`src/rtl/muldiv_pkg.sv`:
```
// Shared types and constants for the iterative multiply/divide unit that owns HI/LO.
package muldiv_pkg;

   localparam int unsigned MD_WIDTH = 32;

   typedef enum logic [1:0] {
      MD_MULT  = 2'b00,
      MD_MULTU = 2'b01,
      MD_DIV   = 2'b10,
      MD_DIVU  = 2'b11
   } md_op_t;

   typedef enum logic [1:0] {
      IDLE = 2'b00,
      RUN  = 2'b01,
      FIX  = 2'b10
   } md_state_t;

   function automatic logic op_is_signed(md_op_t op);
      return (op == MD_MULT) || (op == MD_DIV);
   endfunction

endpackage

```
`src/rtl/muldiv_if.sv`:
```
// Execute-stage view of the mul/div unit: pipeline (master) drives requests, unit (slave) answers.
interface muldiv_if import muldiv_pkg::*; #(
   parameter int unsigned WIDTH = MD_WIDTH
) ();

   logic             startE;
   logic [1:0]       opE;
   logic [WIDTH-1:0] srcaE;
   logic [WIDTH-1:0] srcbE;
   logic             mthiE;
   logic             mtloE;
   logic             readhiloE;
   logic             busy;
   logic             stallmdE;
   logic             done;
   logic [WIDTH-1:0] hi;
   logic [WIDTH-1:0] lo;

   modport master (
      output startE, opE, srcaE, srcbE, mthiE, mtloE, readhiloE,
      input  busy, stallmdE, done, hi, lo
   );

   modport slave (
      input  startE, opE, srcaE, srcbE, mthiE, mtloE, readhiloE,
      output busy, stallmdE, done, hi, lo
   );

endinterface

```
`src/rtl/muldiv_step.sv`:
```
// One radix-2 iteration on {acc, shreg}: shift-add for multiply, restoring subtract for divide.
module muldiv_step import muldiv_pkg::*; #(
   parameter int unsigned WIDTH = MD_WIDTH
) (
   input  logic             is_div_i,
   input  logic [WIDTH-1:0] acc_i,
   input  logic [WIDTH-1:0] shreg_i,
   input  logic [WIDTH-1:0] oper_i,
   output logic [WIDTH-1:0] acc_o,
   output logic [WIDTH-1:0] shreg_o
);

   logic [WIDTH:0] sum;
   logic [WIDTH:0] rem;
   logic [WIDTH:0] diff;

   always_comb begin
      sum  = {1'b0, acc_i} + {1'b0, oper_i};
      rem  = {acc_i, shreg_i[WIDTH-1]};
      diff = rem - {1'b0, oper_i};
      if (is_div_i) begin
         // Borrow out of the trial subtract means the partial remainder is below the divisor.
         if (!diff[WIDTH]) begin
            acc_o   = diff[WIDTH-1:0];
            shreg_o = {shreg_i[WIDTH-2:0], 1'b1};
         end else begin
            acc_o   = rem[WIDTH-1:0];
            shreg_o = {shreg_i[WIDTH-2:0], 1'b0};
         end
      end else if (shreg_i[0]) begin
         acc_o   = sum[WIDTH:1];
         shreg_o = {sum[0], shreg_i[WIDTH-1:1]};
      end else begin
         acc_o   = {1'b0, acc_i[WIDTH-1:1]};
         shreg_o = {acc_i[0], shreg_i[WIDTH-1:1]};
      end
   end

endmodule

```
`src/rtl/muldiv_seq.sv`:
```
// Iterative MULT/MULTU/DIV/DIVU sequencer holding HI/LO; stalls dependent execute-stage ops.
module muldiv_seq import muldiv_pkg::*; #(
   parameter int unsigned WIDTH = MD_WIDTH
) (
   input logic     clk,
   input logic     reset,
   muldiv_if.slave md
);

   localparam int unsigned CntW = $clog2(WIDTH);

   md_state_t          state_q;
   logic [CntW-1:0]    cnt_q;
   logic [WIDTH-1:0]   acc_q, shreg_q, oper_q, srca_q, hi_q, lo_q;
   logic [WIDTH-1:0]   acc_d, shreg_d;
   logic               is_div_q, neg_q, rneg_q, divzero_q, done_q;
   md_op_t             op;
   logic               a_neg, b_neg, busy;
   logic [WIDTH-1:0]   a_mag, b_mag, fix_hi, fix_lo;
   logic [2*WIDTH-1:0] prod_fix;

   muldiv_step #(.WIDTH(WIDTH)) u_step (
      .is_div_i (is_div_q),
      .acc_i    (acc_q),
      .shreg_i  (shreg_q),
      .oper_i   (oper_q),
      .acc_o    (acc_d),
      .shreg_o  (shreg_d)
   );

   always_comb begin
      op       = md_op_t'(md.opE);
      a_neg    = op_is_signed(op) & md.srcaE[WIDTH-1];
      b_neg    = op_is_signed(op) & md.srcbE[WIDTH-1];
      a_mag    = a_neg ? -md.srcaE : md.srcaE;
      b_mag    = b_neg ? -md.srcbE : md.srcbE;
      prod_fix = neg_q ? -{acc_q, shreg_q} : {acc_q, shreg_q};
      fix_hi   = prod_fix[2*WIDTH-1:WIDTH];
      fix_lo   = prod_fix[WIDTH-1:0];
      if (is_div_q) begin
         if (divzero_q) begin
            fix_hi = srca_q;
            fix_lo = '1;
         end else begin
            fix_hi = rneg_q ? -acc_q : acc_q;
            fix_lo = neg_q ? -shreg_q : shreg_q;
         end
      end
   end

   always_ff @(posedge clk) begin
      if (reset) begin
         state_q <= IDLE;
         hi_q    <= '0;
         lo_q    <= '0;
         done_q  <= 1'b0;
      end else begin
         done_q <= 1'b0;
         unique case (state_q)
            IDLE: begin
               if (md.startE) begin
                  // Magnitudes go in; the signs are reapplied in FIX.
                  is_div_q  <= op[1];
                  neg_q     <= a_neg ^ b_neg;
                  rneg_q    <= a_neg;
                  divzero_q <= (md.srcbE == '0);
                  srca_q    <= md.srcaE;
                  acc_q     <= '0;
                  shreg_q   <= op[1] ? a_mag : b_mag;
                  oper_q    <= op[1] ? b_mag : a_mag;
                  cnt_q     <= CntW'(WIDTH - 1);
                  state_q   <= RUN;
               end else begin
                  if (md.mthiE) hi_q <= md.srcaE;
                  if (md.mtloE) lo_q <= md.srcaE;
               end
            end
            RUN: begin
               acc_q   <= acc_d;
               shreg_q <= shreg_d;
               cnt_q   <= cnt_q - CntW'(1);
               if (cnt_q == '0) state_q <= FIX;
            end
            FIX: begin
               hi_q    <= fix_hi;
               lo_q    <= fix_lo;
               done_q  <= 1'b1;
               state_q <= IDLE;
            end
            default: state_q <= IDLE;
         endcase
      end
   end

   assign busy        = (state_q != IDLE);
   assign md.busy     = busy;
   assign md.stallmdE = busy & (md.startE | md.readhiloE | md.mthiE | md.mtloE);
   assign md.done     = done_q;
   assign md.hi       = hi_q;
   assign md.lo       = lo_q;

endmodule

```
`src/flat_wrapper.sv`:
```
// flat-port wrapper written by rule: the top's interface ports become plain ports
module muldiv_seq_flat import muldiv_pkg::*;
#(
   parameter int unsigned WIDTH = MD_WIDTH
)
  (clk, reset, md_startE, md_opE, md_srcaE, md_srcbE, md_mthiE, md_mtloE, md_readhiloE, md_busy, md_stallmdE, md_done, md_hi, md_lo);
  muldiv_if #(.WIDTH(WIDTH)) md_i ();
  input logic clk;
  input logic reset;
  input wire logic [$bits(md_i.startE)-1:0] md_startE;
  input wire logic [$bits(md_i.opE)-1:0] md_opE;
  input wire logic [$bits(md_i.srcaE)-1:0] md_srcaE;
  input wire logic [$bits(md_i.srcbE)-1:0] md_srcbE;
  input wire logic [$bits(md_i.mthiE)-1:0] md_mthiE;
  input wire logic [$bits(md_i.mtloE)-1:0] md_mtloE;
  input wire logic [$bits(md_i.readhiloE)-1:0] md_readhiloE;
  output wire logic [$bits(md_i.busy)-1:0] md_busy;
  output wire logic [$bits(md_i.stallmdE)-1:0] md_stallmdE;
  output wire logic [$bits(md_i.done)-1:0] md_done;
  output wire logic [$bits(md_i.hi)-1:0] md_hi;
  output wire logic [$bits(md_i.lo)-1:0] md_lo;
  assign md_i.startE = md_startE;
  assign md_i.opE = md_opE;
  assign md_i.srcaE = md_srcaE;
  assign md_i.srcbE = md_srcbE;
  assign md_i.mthiE = md_mthiE;
  assign md_i.mtloE = md_mtloE;
  assign md_i.readhiloE = md_readhiloE;
  assign md_busy = md_i.busy;
  assign md_stallmdE = md_i.stallmdE;
  assign md_done = md_i.done;
  assign md_hi = md_i.hi;
  assign md_lo = md_i.lo;
  muldiv_seq #(.WIDTH(WIDTH)) u_core (.clk(clk), .reset(reset), .md(md_i));
endmodule
```
`config.mk`:
```
export PLATFORM = sky130hd
export DESIGN_NAME = muldiv_seq_flat
export DESIGN_NICKNAME = d
export VERILOG_FILES = /design/src/rtl/muldiv_pkg.sv /design/src/rtl/muldiv_if.sv /design/src/rtl/muldiv_step.sv /design/src/rtl/muldiv_seq.sv /design/src/flat_wrapper.sv
export SDC_FILE = /design/constraint.sdc
export NUM_CORES = 1
export LEC_CHECK = 0
export ABC_AREA = 1
export ABC_CLOCK_PERIOD_IN_PS = 6800
export CAP_MARGIN = 25
export CORE_MARGIN = 3
export CORE_UTILIZATION = 25
export CTS_CLUSTER_DIAMETER = 100
export DETAILED_ROUTE_END_ITERATION = 16
export HOLD_SLACK_MARGIN = 0.1
export PLACE_DENSITY = 0.39
export SETUP_SLACK_MARGIN = 0.5
export SLEW_MARGIN = 40
export SYNTH_ARGS = -nofsm -noshare
export SYNTH_HDL_FRONTEND = slang
export SYNTH_SLANG_ARGS = --single-unit
```
`constraint.sdc`:
```
create_clock -name clk -period 6.8 [get_ports clk]
set_input_delay 1.7 -clock clk [delete_from_list [all_inputs] [get_ports clk]]
set_output_delay 1.7 -clock clk [all_outputs]
set_load 0.02 [all_outputs]
```
==> metrics.md <==
| Metric | Value |
|---|---|
| Critical path cell sequence | clkdlybuf4s50_1, nor3_1, a21oi_1, clkdlybuf4s50_1 |
| Critical Path Most Common Cell | clkdlybuf4s50_1 |
| CP Capture Type | primary output |
| Initial antenna violation count | 4 |
| H-tree levels | 1 |
| RSZ-0062 raised after global routing | false |
| Pre-CTS setup slack | 2030 ps |
| HPWL Detailed | between 80 and 90 mm |
| Seq cells post-synth | 204 |
| Total of max-cap violations | 0 |
| Num rows | between 100 and 150 |
| Seq/Total Area, Yosys | 0.277 |
| Overall Power | 4330 uW |
| Vias | roughly 22000 |
| Ys async rst share | 0 |
| Max frequency | ~210 MHz |
| Synth warn | 0 |
| Synth Area in Compound Gates | 0.158 |
| CP Launch Type | input port |
| Adder-Cell Fraction of Synth Area | 0.0459 |
| Setup CP Type | in2out |
| Synth Flop Type | edfxtp_1 |
| Final setup violating endpoints | 0 |
| CP max stage cell | clkdlybuf4s50_1 |
| Die Height | around 290 um |
| GRT overflow | 0 |
| Slew Viols, Final | 0 |
| Met1 Usage GRT | 0.346 |
| Unique cell type count in the Yosys netlist | 49 |
| Core Region | just under 80000 um2 |
| Clock skew | ~27 ps |
| Placed cell area | 22200 um2 |
| Worst slew pin tran | between 900 and 1000 ps |
| Die width | roughly 290 um |
| Fraction of the mapped netlist area in simple logic gates | 0.378 |
| Antenna-violating nets left | 0 |
| WL final | 103 mm |
| RD Place Congestion | 0.937 |
| Fin nets | 3524 |
| Wire length per cell | roughly 23 um |
| Synth Area in XOR/XNOR | 0.0351 |
| Area Overhead vs Synth | 17.4% |
| Setup bufs post-CTS | 0 |
| CP Max Fanout | 3 |
| Largest family of logic cells by synthesized area | simple AND/OR/NAND/NOR gates |
| WP data required | 5100 ps |
| Pre-antenna DRT Iters | 5 |
| DR iter-0 viols | 2107 |
| Final instance area | 23100 um2 |
| Cell area after synthesis | 19700 um2 |
| Clk slew on worst S/H paths | around 60 ps |
| Final worst-path setup slack | between 2000 and 2500 ps |
| Vias per cell | 5.02 |
| Min Clock Period, post-route | roughly 4700 ps |
| Share of cells above drive strength 1 | 0.0347 |
| Pwr dens | between 150 and 200 nW/um2 |
| Initial Util | 0.253 |
| GRT Total Usage | 0.243 |
| Syn_nets | 3435 |
| First-pass GRT wire length | roughly 150 mm |
| CP arrival | between 3000 and 4000 ps |
| DIE AREA | 82200 um2 |
| Post-synth EDFFs | 137 |
| Avg Cell Area, Syn | between 5 and 6 um2 |
| M2 GR Usage | 0.398 |
| Vias in the first global route | 20839 |
| Global Route met3 Usage | 0.0257 |
| CTS Buf Count | 27 |
| Setup TNS | 0 ps |
| Deepest clock path buffer count | 3 |
| CTS Root Cell | clkbuf_16 |
| Worst min path class | reg2reg |
| CP max stage delay | 610 ps |
| Mapped Cells | 3292 |
| Cts-stage hold buffer count | 0 |
| VDD IR max | 0.000173 V |
| Clock latency on the worst-skew pair | around 600 ps |
| I/O pin total | 139 |
| Largest net degree at the start of global routing | 76 |
| Detailed-route DRC error count | 0 |
| Slew headroom | 0.388 |
| CTS Sinks | 204 |
| CTS resizes | 0 |
| Hold Fails Final Rpt | 0 |
| # port buffers | 138 |
| GRT busiest layer | met2 |
| Status | finished, final reports clean |
| Leak | 0.0105 uW |
| Post-synthesis mux area share | 0.000508 |
| Final period util | 0.693 |
| Core Util, Final | 0.297 |
| CTS tree | done |
[layout by cell type, fill, tap and decap left out, types with 11 or more instances in the layout]
| cell | instances |
|---|---|
| nand2_1 | 1046 |
| inv_1 | 423 |
| nor2_1 | 358 |
| nand3_1 | 278 |
| o21ai_0 | 245 |
| a21oi_1 | 223 |
| clkdlybuf4s50_1 | 137 |
| edfxtp_1 | 137 |
| ha_1 | 69 |
| xor2_1 | 68 |
| dfxtp_1 | 67 |
| nor3_1 | 40 |
| nand4_1 | 39 |
| buf_4 | 38 |
| a31oi_1 | 35 |
| clkbuf_16 | 29 |
| o31ai_1 | 20 |
| o211ai_1 | 14 |
| xnor2_1 | 11 |
[cell type report]
| cell class | instances | area, um2 |
|---|---|---|
| Antenna cell | 1 | 2.50 |
| Fill cell | 8872 | 54600 |
| Sequential cell | 204 | 5460 |
| Clock inverter | 12 | 96.3 |
| Tap cell | 1040 | 1300 |
| Timing Repair Buffer | 176 | 1660 |
| Clock buffer | 38 | 779 |
| Multi-Input combinational cell | 2537 | 12200 |
| Inverter | 435 | 1640 |
[cells in the mapped netlist, types with 5 or more instances]
cell,instances,area (um2)
o211ai_1,14,105
nand3b_1,9,67.6
inv_2,6,22.5
a21oi_1,223,1120
a31oi_1,35,219
xnor2_1,11,96.3
dfxtp_1,67,1340
nand3_1,278,1390
edfxtp_1,137,4110
nand4_1,39,244
nor3_1,41,205
inv_1,423,1590
buf_2,5,25.0
o31ai_1,20,150
clkbuf_1,89,334
o21ai_0,245,1230
nand2_1,1046,3930
clkinv_1,6,22.5
and2_1,8,50.1
xor2_1,68,596
buf_1,20,75.1
nor2_2,6,37.5
o22ai_1,10,62.6
or2_2,9,56.3
nor2_1,363,1360
ha_1,69,863
[per-layer routing]
metal	vias up	part of all wire	routed length, um
met2	668	0.46	47400
met4	0	0.020	2040
met3	87	0.053	5450
met5	-	0	0
li1	10901	-	-
met1	10631	0.47	48000
[path summary, 6_finish.rpt]
kind / from / to / slack (ps) / cells after the start
max: md_mthiE / md_stallmdE / 2090 / 4
min: u_core.md.lo[0] / u_core.md.lo[0] / 490 / 2
min reg2reg: u_core.md.lo[0] / u_core.md.lo[0] / 490 / 2
max reg2reg: u_core.acc_q[0] / u_core.acc_q[5] / 2810 / 15
[stage by stage]
step	hold slack, ps	instances
3_3_place_gp	486	4392
5_1_grt	513	4442
2_1_floorplan	503	3292
4_1_cts	498	4442
3_5_place_dp	487	4392
6_report	485	4443
[state kept, by name (all words and copies together), names as in the netlist]
register          cells
u_core.neg_q          1
u_core.shreg_q       32
u_core.cnt_q          5
u_core.rneg_q         1
u_core.md.lo         32
u_core.state_q        2
u_core.acc_q         32
u_core.md.done        1
u_core.divzero_q      1
u_core.is_div_q       1
u_core.oper_q        32
u_core.srca_q        32
u_core.md.hi         32
[worst max-delay path: cells and delay by family]
family | cells | cell delay (ps)
buffers and inverters | 2 | 1120
AOI/OAI and AO/OA | 1 | 120
and+or+nand+nor | 1 | 70
[power by group]
part           internal, uW  switching [uW]  total (uW)
clock                   811             652        1460
sequential             1420             120        1540
combinational           407             925        1330
total                  2630            1700        4330
[cell families (layout without fill, tap and decap cells)]
| group | Yosys count | after routing |
|---|---|---|
| compound gates | 575 | 575 |
| xor+xnor | 79 | 79 |
| fa+ha+maj | 71 | 71 |
| buf+inv | 551 | 661 |
| flops | 204 | 204 |
| mux | 1 | 1 |
| other cells | 0 | 1 |
| simple gates | 1811 | 1811 |
Note: power is estimated with default switching activity, not from simulation.
